### src/rtl/dynamixel_status_receiver_pkg.sv
// Shared Dynamixel 2.0 constants, FSM state types and the CRC-16 step function.
package dynamixel_status_receiver_pkg;

  localparam logic [7:0]  HdrByte1       = 8'hFF;
  localparam logic [7:0]  HdrByte2       = 8'hFF;
  localparam logic [7:0]  HdrByte3       = 8'hFD;
  localparam logic [7:0]  ReservedByte   = 8'h00;
  localparam logic [7:0]  BroadcastId    = 8'hFE;
  localparam logic [7:0]  InstrSyncWrite = 8'h83;
  localparam logic [7:0]  InstrStatus    = 8'h55;
  localparam logic [15:0] CrcPoly        = 16'h8005;
  // LENGTH covers INSTR + ERR + CRC_L + CRC_H at minimum
  localparam logic [15:0] MinLen         = 16'd4;

  typedef enum logic [3:0] {
    StHunt1,
    StHunt2,
    StHunt3,
    StRsrv,
    StId,
    StLenL,
    StLenH,
    StInstr,
    StErr,
    StParam,
    StCrcL,
    StCrcH
  } rx_state_e;

  typedef enum logic [1:0] {
    UrIdle,
    UrStart,
    UrData,
    UrStop
  } uart_state_e;

  // One byte of CRC-16 (poly 0x8005, MSB first, no reflection); shared with the transmitter.
  function automatic logic [15:0] crc16(input logic [7:0] data, input logic [15:0] crc);
    logic [15:0] c;
    c = crc ^ {data, 8'h00};
    for (int i = 0; i < 8; i++) begin
      c = c[15] ? ({c[14:0], 1'b0} ^ CrcPoly) : {c[14:0], 1'b0};
    end
    return c;
  endfunction

endpackage

### src/rtl/dynamixel_status_receiver_if.sv
// Decoded status-packet result bundle between the receiver and its consumer.
interface dynamixel_status_receiver_if;
  logic        status_valid;
  logic [7:0]  id;
  logic [7:0]  error;
  logic [15:0] param_count;
  logic [31:0] value;
  logic        crc_error;
  logic        frame_error;
  logic        busy;

  modport master (
    output status_valid, id, error, param_count, value, crc_error, frame_error, busy
  );

  modport slave (
    input status_valid, id, error, param_count, value, crc_error, frame_error, busy
  );
endinterface

### src/rtl/dynamixel_status_receiver_uart_rx.sv
// 8N1 UART receiver: synchronises the bus pin, centres on each bit and emits one byte per frame.
module dynamixel_status_receiver_uart_rx
  import dynamixel_status_receiver_pkg::*;
#(
  parameter int unsigned clocks_per_bit = 16
) (
  input  logic       clock,
  input  logic       reset_n,
  input  logic       pin,
  output logic [7:0] byte_out,
  output logic       byte_valid,
  output logic       stop_error
);

  localparam int unsigned CntW = $clog2(clocks_per_bit);
  localparam logic [CntW-1:0] BitLast  = CntW'(clocks_per_bit - 1);
  localparam logic [CntW-1:0] HalfLast = CntW'(clocks_per_bit / 2 - 1);

  uart_state_e     state_q, state_d;
  logic [2:0]      sync_q;
  logic [CntW-1:0] cnt_q, cnt_d;
  logic [2:0]      bit_q, bit_d;
  logic [7:0]      shift_q, shift_d;
  logic [7:0]      byte_q, byte_d;
  logic            valid_q, valid_d;
  logic            serr_q, serr_d;
  logic            rx, rx_prev;

  // sync_q[1:0] is the two-flop synchroniser, sync_q[2] the previous value for edge detect
  assign rx      = sync_q[1];
  assign rx_prev = sync_q[2];

  // Synchroniser chain, idle-high out of reset.
  always_ff @(posedge clock or negedge reset_n) begin
    if (!reset_n) begin
      sync_q <= 3'b111;
    end else begin
      sync_q <= {sync_q[1:0], pin};
    end
  end

  // State register.
  always_ff @(posedge clock or negedge reset_n) begin
    if (!reset_n) begin
      state_q <= UrIdle;
    end else begin
      state_q <= state_d;
    end
  end

  // Next-state: falling edge -> start re-check at half bit -> 8 data bits -> stop bit.
  always_comb begin
    state_d = state_q;
    unique case (state_q)
      UrIdle:  if (rx_prev && !rx) state_d = UrStart;
      UrStart: if (cnt_q == HalfLast) state_d = rx ? UrIdle : UrData;
      UrData:  if (cnt_q == BitLast && bit_q == 3'd7) state_d = UrStop;
      UrStop:  if (cnt_q == BitLast) state_d = UrIdle;
      default: state_d = UrIdle;
    endcase
  end

  // Bit timing, shift register and byte/error pulses.
  always_comb begin
    cnt_d   = cnt_q + CntW'(1);
    bit_d   = bit_q;
    shift_d = shift_q;
    byte_d  = byte_q;
    valid_d = 1'b0;
    serr_d  = 1'b0;
    unique case (state_q)
      UrIdle: begin
        cnt_d = '0;
        bit_d = '0;
      end
      UrStart: begin
        if (cnt_q == HalfLast) cnt_d = '0;
      end
      UrData: begin
        if (cnt_q == BitLast) begin
          cnt_d   = '0;
          shift_d = {rx, shift_q[7:1]};
          bit_d   = bit_q + 3'd1;
        end
      end
      UrStop: begin
        if (cnt_q == BitLast) begin
          cnt_d = '0;
          if (rx) begin
            valid_d = 1'b1;
            byte_d  = shift_q;
          end else begin
            serr_d = 1'b1;
          end
        end
      end
      default: cnt_d = '0;
    endcase
  end

  // Datapath registers.
  always_ff @(posedge clock or negedge reset_n) begin
    if (!reset_n) begin
      cnt_q   <= '0;
      bit_q   <= '0;
      shift_q <= '0;
      byte_q  <= '0;
      valid_q <= 1'b0;
      serr_q  <= 1'b0;
    end else begin
      cnt_q   <= cnt_d;
      bit_q   <= bit_d;
      shift_q <= shift_d;
      byte_q  <= byte_d;
      valid_q <= valid_d;
      serr_q  <= serr_d;
    end
  end

  assign byte_out   = byte_q;
  assign byte_valid = valid_q;
  assign stop_error = serr_q;

endmodule

### src/rtl/dynamixel_status_receiver.sv
// Dynamixel 2.0 status packet parser: header hunt, field capture, de-stuffing, CRC and timeout.
module dynamixel_status_receiver
  import dynamixel_status_receiver_pkg::*;
#(
  parameter int unsigned clocks_per_bit = 16,
  parameter logic [15:0] max_len        = 16'd64,
  parameter int unsigned timeout_clocks = 4096
) (
  input  logic                        clock,
  input  logic                        reset_n,
  input  logic                        pin,
  dynamixel_status_receiver_if.master status
);

  localparam int unsigned TmoW = $clog2(timeout_clocks + 1);
  localparam logic [TmoW-1:0] TmoLast  = TmoW'(timeout_clocks - 1);
  localparam logic [23:0]     StuffSeq = {HdrByte1, HdrByte2, HdrByte3};

  logic [7:0] rx_byte;
  logic       rx_valid;
  logic       rx_stop_err;

  dynamixel_status_receiver_uart_rx #(
    .clocks_per_bit(clocks_per_bit)
  ) u_uart_rx (
    .clock     (clock),
    .reset_n   (reset_n),
    .pin       (pin),
    .byte_out  (rx_byte),
    .byte_valid(rx_valid),
    .stop_error(rx_stop_err)
  );

  rx_state_e       state_q, state_d;
  logic [15:0]     crc_q, crc_d;
  logic [15:0]     len_q, len_d;
  logic [15:0]     left_q, left_d;
  logic [23:0]     hist_q, hist_d;
  logic [7:0]      crc_lo_q, crc_lo_d;
  logic [TmoW-1:0] tmo_q, tmo_d;
  // staged fields, published only on a CRC match
  logic [7:0]      id_stg_q, id_stg_d;
  logic [7:0]      err_stg_q, err_stg_d;
  logic [15:0]     cnt_stg_q, cnt_stg_d;
  logic [31:0]     val_stg_q, val_stg_d;
  // published outputs
  logic            sv_q, sv_d;
  logic            ce_q, ce_d;
  logic            fe_q, fe_d;
  logic [7:0]      id_q, id_d;
  logic [7:0]      err_q, err_d;
  logic [15:0]     cnt_q, cnt_d;
  logic [31:0]     val_q, val_d;

  logic        busy;
  logic        timeout_hit;
  logic [15:0] crc_next;
  logic [15:0] len_full;
  logic        len_bad;
  logic        drop;

  assign busy        = !(state_q inside {StHunt1, StHunt2, StHunt3});
  // a byte arriving in the same cycle takes priority over the timeout
  assign timeout_hit = busy && !rx_valid && (tmo_q == TmoLast);
  assign crc_next    = crc16(rx_byte, crc_q);
  assign len_full    = {rx_byte, len_q[7:0]};
  assign len_bad     = (len_full < MinLen) || (len_full > max_len);
  assign drop        = (hist_q == StuffSeq) && (rx_byte == HdrByte3);

  // State register.
  always_ff @(posedge clock or negedge reset_n) begin
    if (!reset_n) begin
      state_q <= StHunt1;
    end else begin
      state_q <= state_d;
    end
  end

  // Next-state: advance only on received bytes; abort to hunt on timeout or bad fields.
  always_comb begin
    state_d = state_q;
    if (timeout_hit) begin
      state_d = StHunt1;
    end else if (rx_valid) begin
      unique case (state_q)
        StHunt1: if (rx_byte == HdrByte1) state_d = StHunt2;
        StHunt2: state_d = (rx_byte == HdrByte2) ? StHunt3 : StHunt1;
        StHunt3: begin
          if (rx_byte == HdrByte3)      state_d = StRsrv;
          else if (rx_byte == HdrByte2) state_d = StHunt3;
          else                          state_d = StHunt1;
        end
        StRsrv:  state_d = (rx_byte == ReservedByte) ? StId : StHunt1;
        StId:    state_d = StLenL;
        StLenL:  state_d = StLenH;
        StLenH:  state_d = len_bad ? StHunt1 : StInstr;
        StInstr: state_d = (rx_byte == InstrStatus) ? StErr : StHunt1;
        StErr:   state_d = (len_q == MinLen) ? StCrcL : StParam;
        StParam: state_d = (left_q == 16'd1) ? StCrcL : StParam;
        StCrcL:  state_d = StCrcH;
        StCrcH:  state_d = StHunt1;
        default: state_d = StHunt1;
      endcase
    end
  end

  // Datapath and result pulses.
  always_comb begin
    crc_d     = crc_q;
    len_d     = len_q;
    left_d    = left_q;
    hist_d    = hist_q;
    crc_lo_d  = crc_lo_q;
    id_stg_d  = id_stg_q;
    err_stg_d = err_stg_q;
    cnt_stg_d = cnt_stg_q;
    val_stg_d = val_stg_q;
    id_d      = id_q;
    err_d     = err_q;
    cnt_d     = cnt_q;
    val_d     = val_q;
    sv_d      = 1'b0;
    ce_d      = 1'b0;
    fe_d      = rx_stop_err | timeout_hit;
    tmo_d     = (!busy || rx_valid) ? '0 : tmo_q + TmoW'(1);
    if (rx_valid) begin
      unique case (state_q)
        StHunt1: if (rx_byte == HdrByte1) crc_d = crc16(rx_byte, 16'h0000);
        StHunt2: if (rx_byte == HdrByte2) crc_d = crc_next;
        // an extra FF keeps the CRC of the last two FFs, which is already in crc_q
        StHunt3: if (rx_byte == HdrByte3) crc_d = crc_next;
        StRsrv:  crc_d = crc_next;
        StId: begin
          crc_d    = crc_next;
          id_stg_d = rx_byte;
        end
        StLenL: begin
          crc_d       = crc_next;
          len_d[7:0]  = rx_byte;
        end
        StLenH: begin
          crc_d       = crc_next;
          len_d[15:8] = rx_byte;
          if (len_bad) fe_d = 1'b1;
        end
        StInstr: begin
          crc_d = crc_next;
          if (rx_byte != InstrStatus) fe_d = 1'b1;
        end
        StErr: begin
          crc_d     = crc_next;
          err_stg_d = rx_byte;
          left_d    = len_q - MinLen;
          hist_d    = '0;
          cnt_stg_d = '0;
          val_stg_d = '0;
        end
        StParam: begin
          crc_d  = crc_next;
          hist_d = {hist_q[15:0], rx_byte};
          left_d = left_q - 16'd1;
          if (!drop) begin
            if (cnt_stg_q < 16'd4) begin
              unique case (cnt_stg_q[1:0])
                2'd0: val_stg_d[7:0]   = rx_byte;
                2'd1: val_stg_d[15:8]  = rx_byte;
                2'd2: val_stg_d[23:16] = rx_byte;
                2'd3: val_stg_d[31:24] = rx_byte;
                default: ;
              endcase
            end
            cnt_stg_d = cnt_stg_q + 16'd1;
          end
        end
        StCrcL: crc_lo_d = rx_byte;
        StCrcH: begin
          if ({rx_byte, crc_lo_q} == crc_q) begin
            sv_d  = 1'b1;
            id_d  = id_stg_q;
            err_d = err_stg_q;
            cnt_d = cnt_stg_q;
            val_d = val_stg_q;
          end else begin
            ce_d = 1'b1;
          end
        end
        default: ;
      endcase
    end
  end

  // Datapath registers.
  always_ff @(posedge clock or negedge reset_n) begin
    if (!reset_n) begin
      crc_q     <= '0;
      len_q     <= '0;
      left_q    <= '0;
      hist_q    <= '0;
      crc_lo_q  <= '0;
      tmo_q     <= '0;
      id_stg_q  <= '0;
      err_stg_q <= '0;
      cnt_stg_q <= '0;
      val_stg_q <= '0;
      sv_q      <= 1'b0;
      ce_q      <= 1'b0;
      fe_q      <= 1'b0;
      id_q      <= '0;
      err_q     <= '0;
      cnt_q     <= '0;
      val_q     <= '0;
    end else begin
      crc_q     <= crc_d;
      len_q     <= len_d;
      left_q    <= left_d;
      hist_q    <= hist_d;
      crc_lo_q  <= crc_lo_d;
      tmo_q     <= tmo_d;
      id_stg_q  <= id_stg_d;
      err_stg_q <= err_stg_d;
      cnt_stg_q <= cnt_stg_d;
      val_stg_q <= val_stg_d;
      sv_q      <= sv_d;
      ce_q      <= ce_d;
      fe_q      <= fe_d;
      id_q      <= id_d;
      err_q     <= err_d;
      cnt_q     <= cnt_d;
      val_q     <= val_d;
    end
  end

  assign status.status_valid = sv_q;
  assign status.crc_error    = ce_q;
  assign status.frame_error  = fe_q;
  assign status.id           = id_q;
  assign status.error        = err_q;
  assign status.param_count  = cnt_q;
  assign status.value        = val_q;
  assign status.busy         = busy;

endmodule

### src/flat_wrapper.sv
// flat-port wrapper written by rule: the top's interface ports become plain ports
module dynamixel_status_receiver_flat import dynamixel_status_receiver_pkg::*;
#(
  parameter int unsigned clocks_per_bit = 16,
  parameter logic [15:0] max_len        = 16'd64,
  parameter int unsigned timeout_clocks = 4096
)
  (clock, reset_n, pin, status_status_valid, status_id, status_error, status_param_count, status_value, status_crc_error, status_frame_error, status_busy);
  dynamixel_status_receiver_if status_i ();
  input  logic clock;
  input  logic reset_n;
  input  logic pin;
  output wire logic [$bits(status_i.status_valid)-1:0] status_status_valid;
  output wire logic [$bits(status_i.id)-1:0] status_id;
  output wire logic [$bits(status_i.error)-1:0] status_error;
  output wire logic [$bits(status_i.param_count)-1:0] status_param_count;
  output wire logic [$bits(status_i.value)-1:0] status_value;
  output wire logic [$bits(status_i.crc_error)-1:0] status_crc_error;
  output wire logic [$bits(status_i.frame_error)-1:0] status_frame_error;
  output wire logic [$bits(status_i.busy)-1:0] status_busy;
  assign status_status_valid = status_i.status_valid;
  assign status_id = status_i.id;
  assign status_error = status_i.error;
  assign status_param_count = status_i.param_count;
  assign status_value = status_i.value;
  assign status_crc_error = status_i.crc_error;
  assign status_frame_error = status_i.frame_error;
  assign status_busy = status_i.busy;
  dynamixel_status_receiver #(.clocks_per_bit(clocks_per_bit), .max_len(max_len), .timeout_clocks(timeout_clocks)) u_core (.clock(clock), .reset_n(reset_n), .pin(pin), .status(status_i));
endmodule
### config.mk
export PLATFORM = sky130hd
export DESIGN_NAME = dynamixel_status_receiver_flat
export DESIGN_NICKNAME = d
export VERILOG_FILES = /design/src/rtl/dynamixel_status_receiver_pkg.sv /design/src/rtl/dynamixel_status_receiver_if.sv /design/src/rtl/dynamixel_status_receiver_uart_rx.sv /design/src/rtl/dynamixel_status_receiver.sv /design/src/flat_wrapper.sv
export SDC_FILE = /design/constraint.sdc
export NUM_CORES = 1
export LEC_CHECK = 0
export BUFFER_PORTS_ARGS = -buffer_cell sky130_fd_sc_hd__buf_2
export CORE_ASPECT_RATIO = 1.75
export CORE_MARGIN = 2
export CORE_UTILIZATION = 40
export DETAILED_ROUTE_END_ITERATION = 16
export PLACE_DENSITY = 0.59
export RECOVER_POWER = 25
export SLEW_MARGIN = 20
export SYNTH_ARGS = -nofsm -noshare
export SYNTH_HDL_FRONTEND = slang
export SYNTH_SLANG_ARGS = --single-unit
### constraint.sdc
create_clock -name clock -period 4.28 [get_ports clock]
set_clock_uncertainty 0.1 [all_clocks]
set_input_delay 0.214 -clock clock [delete_from_list [all_inputs] [get_ports clock]]
set_output_delay 0.214 -clock clock [all_outputs]
set_load 0.05 [all_outputs]
==> After elaboration in Yosys (flattened, before gate mapping) <==
Cells that the tools add are included.
{ "word_totals": {"register_bits": 258, "input_bits": 3, "output_inout_bits": 68, "wordCells": 210} }
{ "op_classes": {"add_sub_neg": 6, "magnitude_cmp": 3, "eq_ne": 44, "n_mux": 70, "bitwise_logic": 18, "reduce_logical": 39} }
{ "op_table": {"columns": ["op", "count"], "rows": [
  ["$mux W16", 20],
  ["$mux W32", 2],
  ["$pmux W16 S2", 2],
  ["$pmux W16 S4", 1],
  ["$pmux W32 S2", 1],
  ["$not A3 Y3", 16],
  ["$pmux W24 S2", 1],
  ["$pmux W4 S11", 1],
  ["$lt A16 B3 Y1 const B", 2],
  ["$mux W8", 4],
  ["$mux W4", 7],
  ["$reduce_and A5 Y1", 5],
  ["$eq A24 B24 Y1 const B", 1],
  ["$ne A2 B2 Y1 const B", 12],
  ["$eq A4 B3 Y1 const B", 5],
  ["$eq A4 B4 Y1 const B", 5],
  ["$reduce_and A2 Y1", 9],
  ["$add A16 B1 Y16 const B", 1],
  ["$eq A16 B1 Y1 const B", 1],
  ["$eq A16 B16 Y1", 1],
  ["$eq A16 B3 Y1 const B", 1],
  ["$eq A8 B8 Y1 const B", 2],
  ["$gt A16 B7 Y1 const B", 1],
  ["$mux W2", 8],
  ["other kinds (37)", 71]
]} }

==> Longest topological paths before layout <==
Gate-level depths: netlist of run 1.
{ "logic_depth": {"ltp_word": 19, "ltp_mapped": 10, "ltp_nobuf": 7} }

==> Modules after synthesis <==
Synthesis of run 1 repeated with hierarchy kept, for this count alone.
{ "unflattened": {"hier_cells": 1078, "area_unflattened_um2": 12179.2} }
{ "by_module_without_submodules": {"columns": ["module", "n_inst", "cells_each", "area_each_um2", "seq_area_each_um2"], "rows": [
  ["dynamixel_status_receiver", 1, 988, 10911.7, 5705.5],
  ["dynamixel_status_receiver_uart_rx", 1, 90, 1267.5, 754.5]
]} }

==> Least setup slack after synthesis of run 1 <==
No wires, ideal clock.
{ "synth_timing": {"path_kind": "reg2reg", "from": "register u_core.u_uart_rx.byte_q[7], in the netlist u_core.u_uart_rx.byte_out[7]", "to": "register u_core.crc_q[0]", "setup_time_ns": 0.132, "arrival_time_ns": 2.119, "required_ns": 4.048, "setup_slack_ns": 1.929, "stages_incl_launch_ff": 9, "n_path_buf": 1, "synth_period_minus_slack_ns": 2.351, "path_cell_list": "dfrtp_1 clkbuf_1 xnor2_1 ha_1 xnor2_1 xnor3_2 xnor3_1 mux2i_1 o21ai_1"} }
{ "synth_between": {"elab_chain_cells": 11, "word_cells_on_any_way": 27, "cone_classes": "eq/ne: 5; mux: 20; bitwise: 1; reduce/logical: 1"} }
{ "synth_rtl": {"columns": ["item", "line_no", "text"], "rows": [
  ["from (decl)", "dynamixel_status_receiver_uart_rx.sv:24", "logic [7:0] byte_q, byte_d;"],
  ["from (signal assigned)", "dynamixel_status_receiver_uart_rx.sv:114", "byte_q <= byte_d;"],
  ["$xor A16 B16 Y16", "dynamixel_status_receiver_pkg.sv:40", "c = crc ^ {data, 8'h00};"],
  ["$mux W16 (8 in series)", "dynamixel_status_receiver_pkg.sv:42", "c = c[15] ? ({c[14:0], 1'b0} ^ CrcPoly) : {c[14:0], 1'b0};"],
  ["$mux W16, on equally long branches", "dynamixel_status_receiver.sv:131, dynamixel_status_receiver.sv:129", null],
  ["$pmux W16 S4", "dynamixel_status_receiver.sv:127", "unique case (state_q)"],
  ["to (signal assigned)", "dynamixel_status_receiver.sv:213", "crc_q <= crc_d;"],
  ["to (decl)", "dynamixel_status_receiver.sv:35", "logic [15:0] crc_q, crc_d;"]
]} }
Parallel ways exist; a longest one is shown, timed or not. The select of a mux whose other input is x is not followed.
A chain may end at the register's enable or synchronous reset.

==> Worst setup path after layout of run 1 <==
{ "layout_timing": {"from": "register u_core.u_uart_rx.byte_q[1], in the netlist u_core.u_uart_rx.byte_out[1]", "to": "register u_core.val_stg_q[20]"} }
{ "layout_between": {"elab_chain_cells": 4} }
{ "layout_rtl": {"columns": ["item", "line_no", "text"], "rows": [
  ["$eq A8 B8 Y1", "dynamixel_status_receiver.sv:68", "assign drop = (hist_q == StuffSeq) && (rx_byte == HdrByte3);"],
  ["$logic_and A1 B1 Y1", "dynamixel_status_receiver.sv:68", null],
  ["$ne A2 B2 Y1 (no source line)", null, null],
  ["$reduce_and A5 Y1 (no source line)", null, null],
  ["to (signal assigned)", "dynamixel_status_receiver.sv:222", "val_stg_q <= val_stg_d;"],
  ["to (decl)", "dynamixel_status_receiver.sv:45", "logic [31:0] val_stg_q, val_stg_d;"]
]} }
Every way passes these cells.

==> results of run 1 <==
report_power, final:
part	switching [mW]	total, mW	internal, mW
Sequential	0.0460	2.52	2.47
Clock	0.942	2.12	1.18
Combinational	0.0911	0.141	0.0496
metrics by stage:
| stage | utilization | hold WS, ns | setup slack (ns) |
|---|---|---|---|
| after floorplan | - | -0.182 | 1.93 |
| after global placement | 0.427 | 0.158 | 1.45 |
| after detailed placement | 0.427 | 0.153 | 1.39 |
| after CTS | 0.453 | 0.175 | 1.37 |
| after global routing | 0.452 | 0.252 | 1.20 |
| final | 0.452 | 0.240 | 1.38 |
flip-flops by register name (all words and copies together) (netlist names), 13 cells and up, named ones only:
name                       cells
u_core.status.param_count     16
u_core.cnt_stg_q              16
u_core.crc_q                  16
u_core.val_stg_q              32
u_core.status.value           32
u_core.hist_q                 24
u_core.tmo_q                  13
u_core.len_q                  16
u_core.left_q                 16
critical path, delay by kind of cell, from the launching register on:
family	cells	cell delay, ns
adders and majority gates	1	0.22
AOI/OAI and AO/OA	1	0.50
and+or+nand+nor	3	0.81
buffers and inverters	1	0.23
DFF	1	0.52
muxes	1	0.40
cells in the final DEF, fill, tap and decap left out, types with 4 or more instances in the layout:
cell,instances
o31ai_1,18
mux2_4,49
xnor2_1,40
o22ai_1,6
and3_1,7
a22oi_1,6
nor2_1,50
nand3b_1,4
clkbuf_1,65
a22o_1,19
clkbuf_16,25
or3_1,7
a21boi_0,4
or2_2,4
inv_1,29
buf_4,15
clkbuf_8,5
dfrtp_1,255
nand2b_1,4
o21ai_0,61
buf_2,13
mux2_1,15
nor4_1,15
nand4_1,29
ha_1,29
nor3_1,21
nand2_1,77
mux2_2,79
a21oi_1,46
nand3_1,14
xor2_1,13
or4_1,16
layout make-up:
class / instances / area, µm²
clock inverter: 7 / 51.3
timing repair buffer: 89 / 460
tap: 391 / 489
inverter: 31 / 116
fill: 2812 / 16700
sequential: 258 / 6460
multi-input combinational: 702 / 5480
clock buffer: 39 / 728
cells in the mapped netlist (16+ instances only):
master,n,area share
a21oi_1,46,0.019
a22o_1,19,0.014
clkbuf_1,29,0.0088
dfrtp_1,255,0.52
ha_1,29,0.029
inv_1,29,0.0088
mux2_2,79,0.072
mux2_4,49,0.060
nand2_1,77,0.023
nand4_1,29,0.015
nor2_1,51,0.016
nor3_1,21,0.0085
o21ai_0,61,0.025
o31ai_1,18,0.011
or4_1,16,0.0097
xnor2_1,40,0.028
routing by layer:
| metal | up-vias | track usage |
|---|---|---|
| met3 | 53 | 0.0181 |
| met4 | 0 | 0.0587 |
| li1 | 3895 | - |
| met2 | 131 | 0.339 |
| met1 | 4127 | 0.199 |
| met5 | - | 0 |
final timing paths:
check,start,end
min in group asynchronous,reset_n,u_core.tmo_q[8]
hold / removal,pin,u_core.u_uart_rx.sync_q[0]
hold reg to reg,u_core.u_uart_rx.sync_q[0],u_core.u_uart_rx.sync_q[1]
max in group asynchronous,reset_n,u_core.status.param_count[6]
setup / recovery,u_core.u_uart_rx.byte_out[1],u_core.val_stg_q[20]
setup reg to reg,u_core.u_uart_rx.byte_out[1],u_core.val_stg_q[20]
cells by family after synthesis:
family	synth area share
buffers and inverters	0.0316
multiplexers	0.148
flip-flops	0.524
AO/OA/AOI/OAI	0.102
adder cells (fa/ha/maj)	0.0294
XOR/XNOR	0.0501
AND/OR/NAND/NOR	0.115
repair_timing:
| item | CTS | global route |
|---|---|---|
| hold buffers | 2 | 0 |
| endpoints found under the hold margin | 80 | 0 |
| resized for setup | 0 | 0 |
==> flow_metrics.py, run 1 <==
metrics = {
    "yosys": {
        "synthFlopType": "dfrtp_1",
        "synth_cell_types": 78,
        "synthCells": 1044,
        "syn_area_per_cell_um2": 11.8,
        "async_reset_ff_frac": 1.00,
        "synthesis.nets": 1076,
        "yosysWarnings": 0,
        "netlist_area_um2": 12300,
        "seq_area_frac_synth": 0.524,
        "synth_edf_count": 0,
        "synth_seq_cells": 258,
    },
    "outcome": {
        "violations": "capacitance limit, slew limit",
        "status": "finished, violations left",
    },
    "timing": {
        "period_share": 0.678,
        "rsz0062_at_grt": "no",
        "setup_tns_ns": 0,
        "drv_slew": 83,
        "relSlewSlack": -0.444,
        "post-route-min-period_ns": 2.90,
        "tightestPinTransition_ns": 2.17,
        "hold_violations": 0,
        "setup_viol": 0,
        "fmax_mhz": 345,
    },
    "final_layout": {
        "final_cells": 1517,
        "nets": 1139,
        "antenna_cells": 0,
        "fin_area_um2": 13800,
        "area_delta_synth_final_pct": 11.8,
        "drive_gt1_frac": 0.195,
    },
    "die": {
        "die_h_um": 236,
        "fp-row-count": 85,
        "dieArea_um2": 32300,
        "io_pins": 71,
        "die_w_um": 137,
        "initial_utilization": 0.404,
        "coreArea_um2": 30500,
    },
    "critical_path": {
        "worstSetupEndpointType": "flop",
        "cp-start-kind": "flop",
        "cpPeakStageDelay_ns": 0.52,
        "r2r_slack_ns": 1.38,
        "slowest_stage": "dfrtp_1",
        "worst_ep_arrival_time_ns": 3.22,
        "worstPathRequired_ns": 4.60,
        "reg2reg_depth": 7,
        "cp_cell_sequence": "inv_1 > ha_1 > nand4_1 > nor3_1 > nand2_1 > o221ai_2 > mux2_2",
        "crit_fanout": 8,
        "worst-setup-path-type": "reg2reg",
    },
    "worst_hold_path": {
        "holdPathStages": 2,
        "hp-class": "in2reg",
    },
    "global_routing": {
        "grt_usage": 0.177,
        "grt_pass1_vias": 8524,
        "grt_pass1_wl_mm": 45.6,
        "antenna_found_initial": 0,
        "gr-total-overflow": 0,
        "grt_max_degree": 141,
    },
    "placement": {
        "place.gp.congestion": 0.881,
        "placed_area_um2": 13000,
        "dp_cells": 1467,
        "port_buffers": 70,
        "dp_hpwl_mm": 19.6,
    },
    "clock_network": {
        "post-cts-setup-buffer-count": 0,
        "root_buffer": "clkbuf_16",
        "cts.sinks": 258,
        "clk_pin_slew_worst_paths_ns": 0.06,
        "clk_latency_ns": 0.53,
        "cts_buffer_depth": 3,
        "cts_tree": "done",
        "numCtsBuffers": 25,
        "h-tree-depth": 1,
    },
    "pwr": {
        "power.density_nw_per_um2": 347,
        "irDropWorstVdd_mv": 0.252,
        "p_leak_nw": 6.42,
        "p_total_mw": 4.78,
    },
    "detailed_routing": {
        "routed_wl_mm": 28.0,
        "drt-vias-per-instance": 5.41,
        "num_vias": 8206,
        "ant_nets": 0,
        "routedWlPerCell_um": 18.4,
        "wl_met3_um": 725,
        "drc": 0,
        "drt_first_iter_violations": 421,
        "met2WireLength_mm": 15.6,
        "highest_layer": "met4",
        "drt_pass1_iterations": 4,
        "met1_length_mm": 10.9,
    },
    "job": {
        "cap_violations": 1,
    },
}
Power figures use the tool's default switching activity.
==> run 2, diff against run 1 <==
Settings changed: PLACE_DENSITY 0.59 to 0.61.
Clock period 4.28 ns to 2.5 ns, I/O delays scaled along.
==> run 2 against run 1 <==
Effect of this change:
- the flow still finishes with violations (capacitance limit, slew limit)
- sequential power is 70% higher
- worst setup slack got worse by 1.2 ns
- die area is the same
- clock power up 72%
- hold slack worse by 0.084 ns
- count of clock-buffer cells in the layout is 8 lower
- global-route usage rose by 0.093 points
- routed wire length increased by 2.6%
- critical path type unchanged
- largest cell class unchanged
- largest power group unchanged
==> flow_metrics.py, run 2 (same netlist as run 1, synthesis figures left out) <==
metrics = {
    "die": {
        "die_h_um": 236,
        "dieArea_um2": 32300,
        "die_w_um": 137,
        "initial_utilization": 0.404,
        "io_pins": 71,
        "coreArea_um2": 30500,
        "fp-row-count": 85,
    },
    "detailed_routing": {
        "drt_first_iter_violations": 451,
        "drt-vias-per-instance": 5.29,
        "ant_nets": 0,
        "drc": 0,
        "num_vias": 8330,
        "routedWlPerCell_um": 18.2,
        "routed_wl_mm": 28.7,
        "drt_pass1_iterations": 5,
    },
    "worst_hold_path": {
        "hp-class": "in2reg",
        "holdPathStages": 2,
        "hp-start": "pin",
        "min_to": "u_core.u_uart_rx.sync_q[0]",
    },
    "placement": {
        "place.gp.congestion": 0.898,
        "dp_cells": 1531,
        "port_buffers": 70,
        "placed_area_um2": 13600,
        "dp_hpwl_mm": 21.0,
        "preCtsSetupSlack_ns": 0.100,
    },
    "final_layout": {
        "nets": 1199,
        "fin_area_um2": 14400,
        "drive_gt1_frac": 0.287,
        "antenna_cells": 0,
        "final_cell_mix": "dfrtp_1, mux2_2, nand2_1",
        "num-fill-cells": 2788,
        "layout_commonest_cell": "dfrtp_1",
        "fin_util": 0.471,
        "area_delta_synth_final_pct": 16.8,
        "final_cells": 1575,
    },
    "job": {
        "cap_violations": 1,
    },
    "outcome": {
        "violations": "capacitance limit, slew limit",
        "status": "finished, violations left",
    },
    "timing": {
        "period_share": 0.947,
        "relSlewSlack": -0.228,
        "setup_tns_ns": 0,
        "drv_slew": 64,
        "post-route-min-period_ns": 2.37,
        "worst_slack_ns": 0.133,
        "hold_violations": 0,
        "fmax_mhz": 422,
        "rsz0062_at_grt": "no",
        "tightestPinTransition_ns": 1.84,
        "setup_viol": 0,
        "hold_slack_ns": 0.156,
    },
    "critical_path": {
        "worst-setup-path-type": "reg2reg",
        "rr_startpoint": "u_core.len_q[2]",
        "path_delay_family": "compound AO/OA/AOI/OAI gates",
        "cp-start-kind": "flop",
        "cp_cell_sequence": "inv_1 > ha_1 > nor3b_1 > buf_4 > nor3_1 > o21ai_0 > buf_4 > o311a_1 > o2bb2ai_1",
        "worstPathRequired_ns": 2.85,
        "r2r_slack_ns": 0.13,
        "crit_fanout": 5,
        "worst_ep_arrival_time_ns": 2.72,
        "reg2reg_depth": 9,
        "slowest_stage": "dfrtp_1",
        "cpPeakStageDelay_ns": 0.42,
        "timing.rr.end": "u_core.state_q[0]",
        "cp_num_buf_inv": 3,
        "worstSetupEndpointType": "flop",
        "path_common_cell": "buf_4",
    },
    "global_routing": {
        "grt_pass1_vias": 8542,
        "grt_max_degree": 67,
        "grt_usage": 0.178,
        "gr-total-overflow": 0,
        "grt_pass1_wl_mm": 45.6,
        "antenna_found_initial": 0,
    },
    "clock_network": {
        "h-tree-depth": 1,
        "clk_latency_ns": 0.52,
        "cts_tree": "done",
        "root_buffer": "clkbuf_16",
        "clk_pin_slew_worst_paths_ns": 0.07,
        "numCtsBuffers": 23,
        "cts.sinks": 258,
        "cts_buffer_depth": 3,
    },
    "pwr": {
        "power.density_nw_per_um2": 571,
        "p_leak_nw": 7.00,
        "p_total_mw": 8.21,
        "irDropWorstVdd_mv": 0.522,
    },
}
==> run 2: cell count changes in the layout (fill, tap and decap cells not counted), moves of 2 or more <==
cell       before  now
buf_12          1    8
buf_2          13   69
buf_4          15   69
buf_6           0    2
bufinv_16       0    2
clkbuf_1       65    3
clkbuf_16      25   23
clkinv_2        3    5
==> run 2: worst reg2reg max path: stages (launching register included) <==
cell and delay (ns):
dfrtp_1 0.42, inv_1 0.10, ha_1 0.24, nor3b_1 0.15, buf_4 0.17, nor3_1 0.40, o21ai_0 0.16, buf_4 0.17
o311a_1 0.28, o2bb2ai_1 0.12
==> run 2: power by group <==
part | switching [mW] | internal, mW | leakage, nW | total [mW]
registers | 0.0618 | 4.23 | 3.58 | 4.29
logic | 0.180 | 0.104 | 3.03 | 0.284
clock network | 1.58 | 2.06 | 0.380 | 3.64
==> run 2: per-layer routing <==
metal,vias up,global-route usage,share of wire
met5,-,0,0
met1,4147,0.197,0.38
met4,0,0.0685,0.034
met3,47,0.0157,0.023
met2,129,0.342,0.56
li1,4007,-,-
==> run 2: final cells by class <==
type	count	area [µm²]	area share
multi-input cells	702	5480	0.381
inverters	31	116	0.00809
clock buffers	31	656	0.0456
clock inverters	11	118	0.00817
well taps	391	489	0.0340
repair buffers	151	1070	0.0744
flip-flops and latches	258	6460	0.449
==> run 2: how the worst max path moves through the flow <==
stage / from / end / cells past startpoint
after detailed placement: u_core.u_uart_rx.byte_out[3] / u_core.status.id[0] / 7
after floorplan: u_core.u_uart_rx.byte_out[7] / u_core.crc_q[0] / 8
after global placement: u_core.u_uart_rx.byte_out[3] / u_core.status.id[0] / 7
after global routing: u_core.u_uart_rx.byte_out[7] / u_core.val_stg_q[0] / 7
after CTS: u_core.u_uart_rx.byte_out[3] / u_core.status.id[0] / 7
final: u_core.len_q[2] / u_core.state_q[0] / 9
==> run 2: what timing repair did <==
item / 4_1_cts / 5_1_grt
buffers inserted: 0 / 0
hold buffers: 2 / 0
endpoints found under the hold margin: 256 / 0
endpoints found under the setup margin: 0 / 21
resized for setup: 0 / 2
==> run 3, diff against run 2 <==
Settings changed: PLACE_DENSITY 0.61 to 0.59, SLEW_MARGIN 20 to 0.
Clock period 2.5 ns to 2.2 ns, I/O delays scaled along.
==> run 3 against run 2 <==
Effect of this change:
- the run ends with capacitance limit, slew limit, setup timing left
- first-iteration DRC count is 5.5% lower
- clock power is 22% higher
- worst setup slack worse by 0.26 ns
- power is 17% higher
- count of clock-buffer cells in the layout is 4 higher
- register-to-register slack worse by 0.26 ns
- maximum frequency is 1.6% higher
- die area stayed put
- sequential power is 14% higher
- via count is 6.6% higher
- cell count is 5.5% higher
- critical endpoint is now u_core.status.param_count[0]
- largest cell class unchanged
==> flow_metrics.py, run 3 (same netlist as run 1, synthesis figures left out) <==
metrics = {
    "placement": {
        "preCtsSetupSlack_ns": -0.124,
        "port_buffers": 70,
        "place.gp.congestion": 0.817,
        "dp_cells": 1588,
        "placed_area_um2": 14100,
        "dp_hpwl_mm": 21.6,
    },
    "timing": {
        "fmax_mhz": 429,
        "relSlewSlack": -0.219,
        "hold_violations": 0,
        "setup_viol": 64,
        "tightestPinTransition_ns": 1.83,
        "hold_slack_ns": 0.117,
        "period_share": 1.06,
        "drv_slew": 69,
        "post-route-min-period_ns": 2.33,
        "setup_tns_ns": -6.76,
        "worst_slack_ns": -0.131,
        "rsz0062_at_grt": "yes",
    },
    "detailed_routing": {
        "routedWlPerCell_um": 18.7,
        "drt_pass1_iterations": 4,
        "drt-vias-per-instance": 5.34,
        "num_vias": 8881,
        "ant_nets": 0,
        "drc": 0,
        "drt_first_iter_violations": 426,
        "routed_wl_mm": 31.1,
    },
    "final_layout": {
        "final_cells": 1662,
        "nets": 1285,
        "fin_util": 0.509,
        "fin_area_um2": 15500,
        "drive_gt1_frac": 0.373,
        "final_cell_mix": "dfrtp_1, buf_4, mux2_2",
        "area_delta_synth_final_pct": 26.1,
        "layout_commonest_cell": "dfrtp_1",
        "num-fill-cells": 2695,
        "antenna_cells": 0,
    },
    "global_routing": {
        "grt_usage": 0.194,
        "gr-total-overflow": 0,
        "grt_pass1_vias": 9231,
        "antenna_found_initial": 0,
        "grt_max_degree": 70,
        "grt_pass1_wl_mm": 49.3,
    },
    "critical_path": {
        "worstPathRequired_ns": 2.52,
        "crit_fanout": 17,
        "worst_ep_arrival_time_ns": 2.65,
        "cp-start-kind": "flop",
        "worst-setup-path-type": "reg2reg",
        "reg2reg_depth": 8,
        "worstSetupEndpointType": "flop",
    },
    "pwr": {
        "power.switching_mw": 2.17,
        "p_seq_frac": 0.506,
        "clkPwrFrac": 0.461,
        "power.density_nw_per_um2": 621,
        "combPwrFrac": 0.033,
        "irDropWorstVdd_mv": 0.589,
        "p_leak_nw": 7.58,
        "swShare": 0.225,
        "p_total_mw": 9.64,
        "p_int_mw": 7.47,
    },
    "clock_network": {
        "clk_pin_slew_worst_paths_ns": 0.07,
        "numCtsBuffers": 24,
        "clk_latency_ns": 0.55,
        "h-tree-depth": 1,
        "root_buffer": "clkbuf_16",
        "cts_buffer_depth": 3,
        "cts_tree": "done",
        "cts.sinks": 258,
    },
    "worst_hold_path": {
        "hp-class": "in2reg",
        "holdPathStages": 2,
    },
    "die": {
        "dieArea_um2": 32300,
        "die_w_um": 137,
        "io_pins": 71,
        "initial_utilization": 0.404,
        "coreArea_um2": 30500,
        "fp-row-count": 85,
        "die_h_um": 236,
    },
    "outcome": {
        "status": "finished, violations left",
        "violations": "capacitance limit, slew limit, setup timing",
    },
    "job": {
        "cap_violations": 1,
    },
}
-- run 3: changes by cell type in the layout (fill, tap and decap cells not counted), sizes merged --
cell	previous run	this run
and3	7	10
buf	148	224
bufinv	2	3
clkbuf	32	41
clkdlybuf4s15	0	1
clkinv	5	2
clkinvlp	2	4
inv	33	31
-- run 3: worst max-delay path, cell delays in order (launching register included) --
cell	delay [ns]
dfrtp_1	0.42
xnor2_1	0.20
ha_1	0.18
nand4_1	0.12
nor4_4	0.26
nand4_1	0.21
buf_6	0.22
buf_16	0.17
mux2_1	0.32
-- run 3: what timing repair did --
item | in CTS | in global routing
gates cloned | 3 | 6
setup endpoints to repair | 86 | 141
hold buffers | 2 | 0
pin swaps | 10 | 36
hold endpoints to repair | 259 | 0
setup buffers | 10 | 11
gates resized for setup | 23 | 55
-- run 3: cell type report --
type | count | area [µm²] | area share
clock inverters | 9 | 143 | 0.00918
well taps | 391 | 489 | 0.0315
multi-input cells | 705 | 5820 | 0.375
flip-flops and latches | 258 | 6460 | 0.416
inverters | 31 | 120 | 0.00773
clock buffers | 35 | 692 | 0.0445
repair buffers | 233 | 1810 | 0.116
-- run 3: power by group through the flow --
stage	Clock, mW	Combinational [mW]	Sequential, mW
3_5_place_dp	0	0.333	4.97
3_3_place_gp	0	0.322	4.96
5_1_grt	4.75	0.377	4.89
6_report	4.44	0.320	4.88
2_1_floorplan	0	0.187	4.93
4_1_cts	4.56	0.339	4.88
-- run 3: final timing paths --
path	startpoint	slack [ns]	endpoint
max	u_core.crc_q[14]	-0.13	u_core.status.param_count[0]
min	pin	0.12	u_core.u_uart_rx.sync_q[0]
max reg2reg	u_core.crc_q[14]	-0.13	u_core.status.param_count[0]
min reg2reg	u_core.u_uart_rx.sync_q[0]	0.26	u_core.u_uart_rx.sync_q[1]
max in group asynchronous	reset_n	0.19	u_core.status.error[6]
min in group asynchronous	reset_n	0.49	u_core.tmo_q[3]
-- run 3: per-layer routing --
layer | share of wire | vias to the layer above | global-route usage
li1 | - | 4198 | -
met1 | 0.36 | 4461 | 0.209
met2 | 0.57 | 150 | 0.371
met3 | 0.028 | 72 | 0.0208
met4 | 0.040 | 0 | 0.0830
met5 | 0 | - | 0
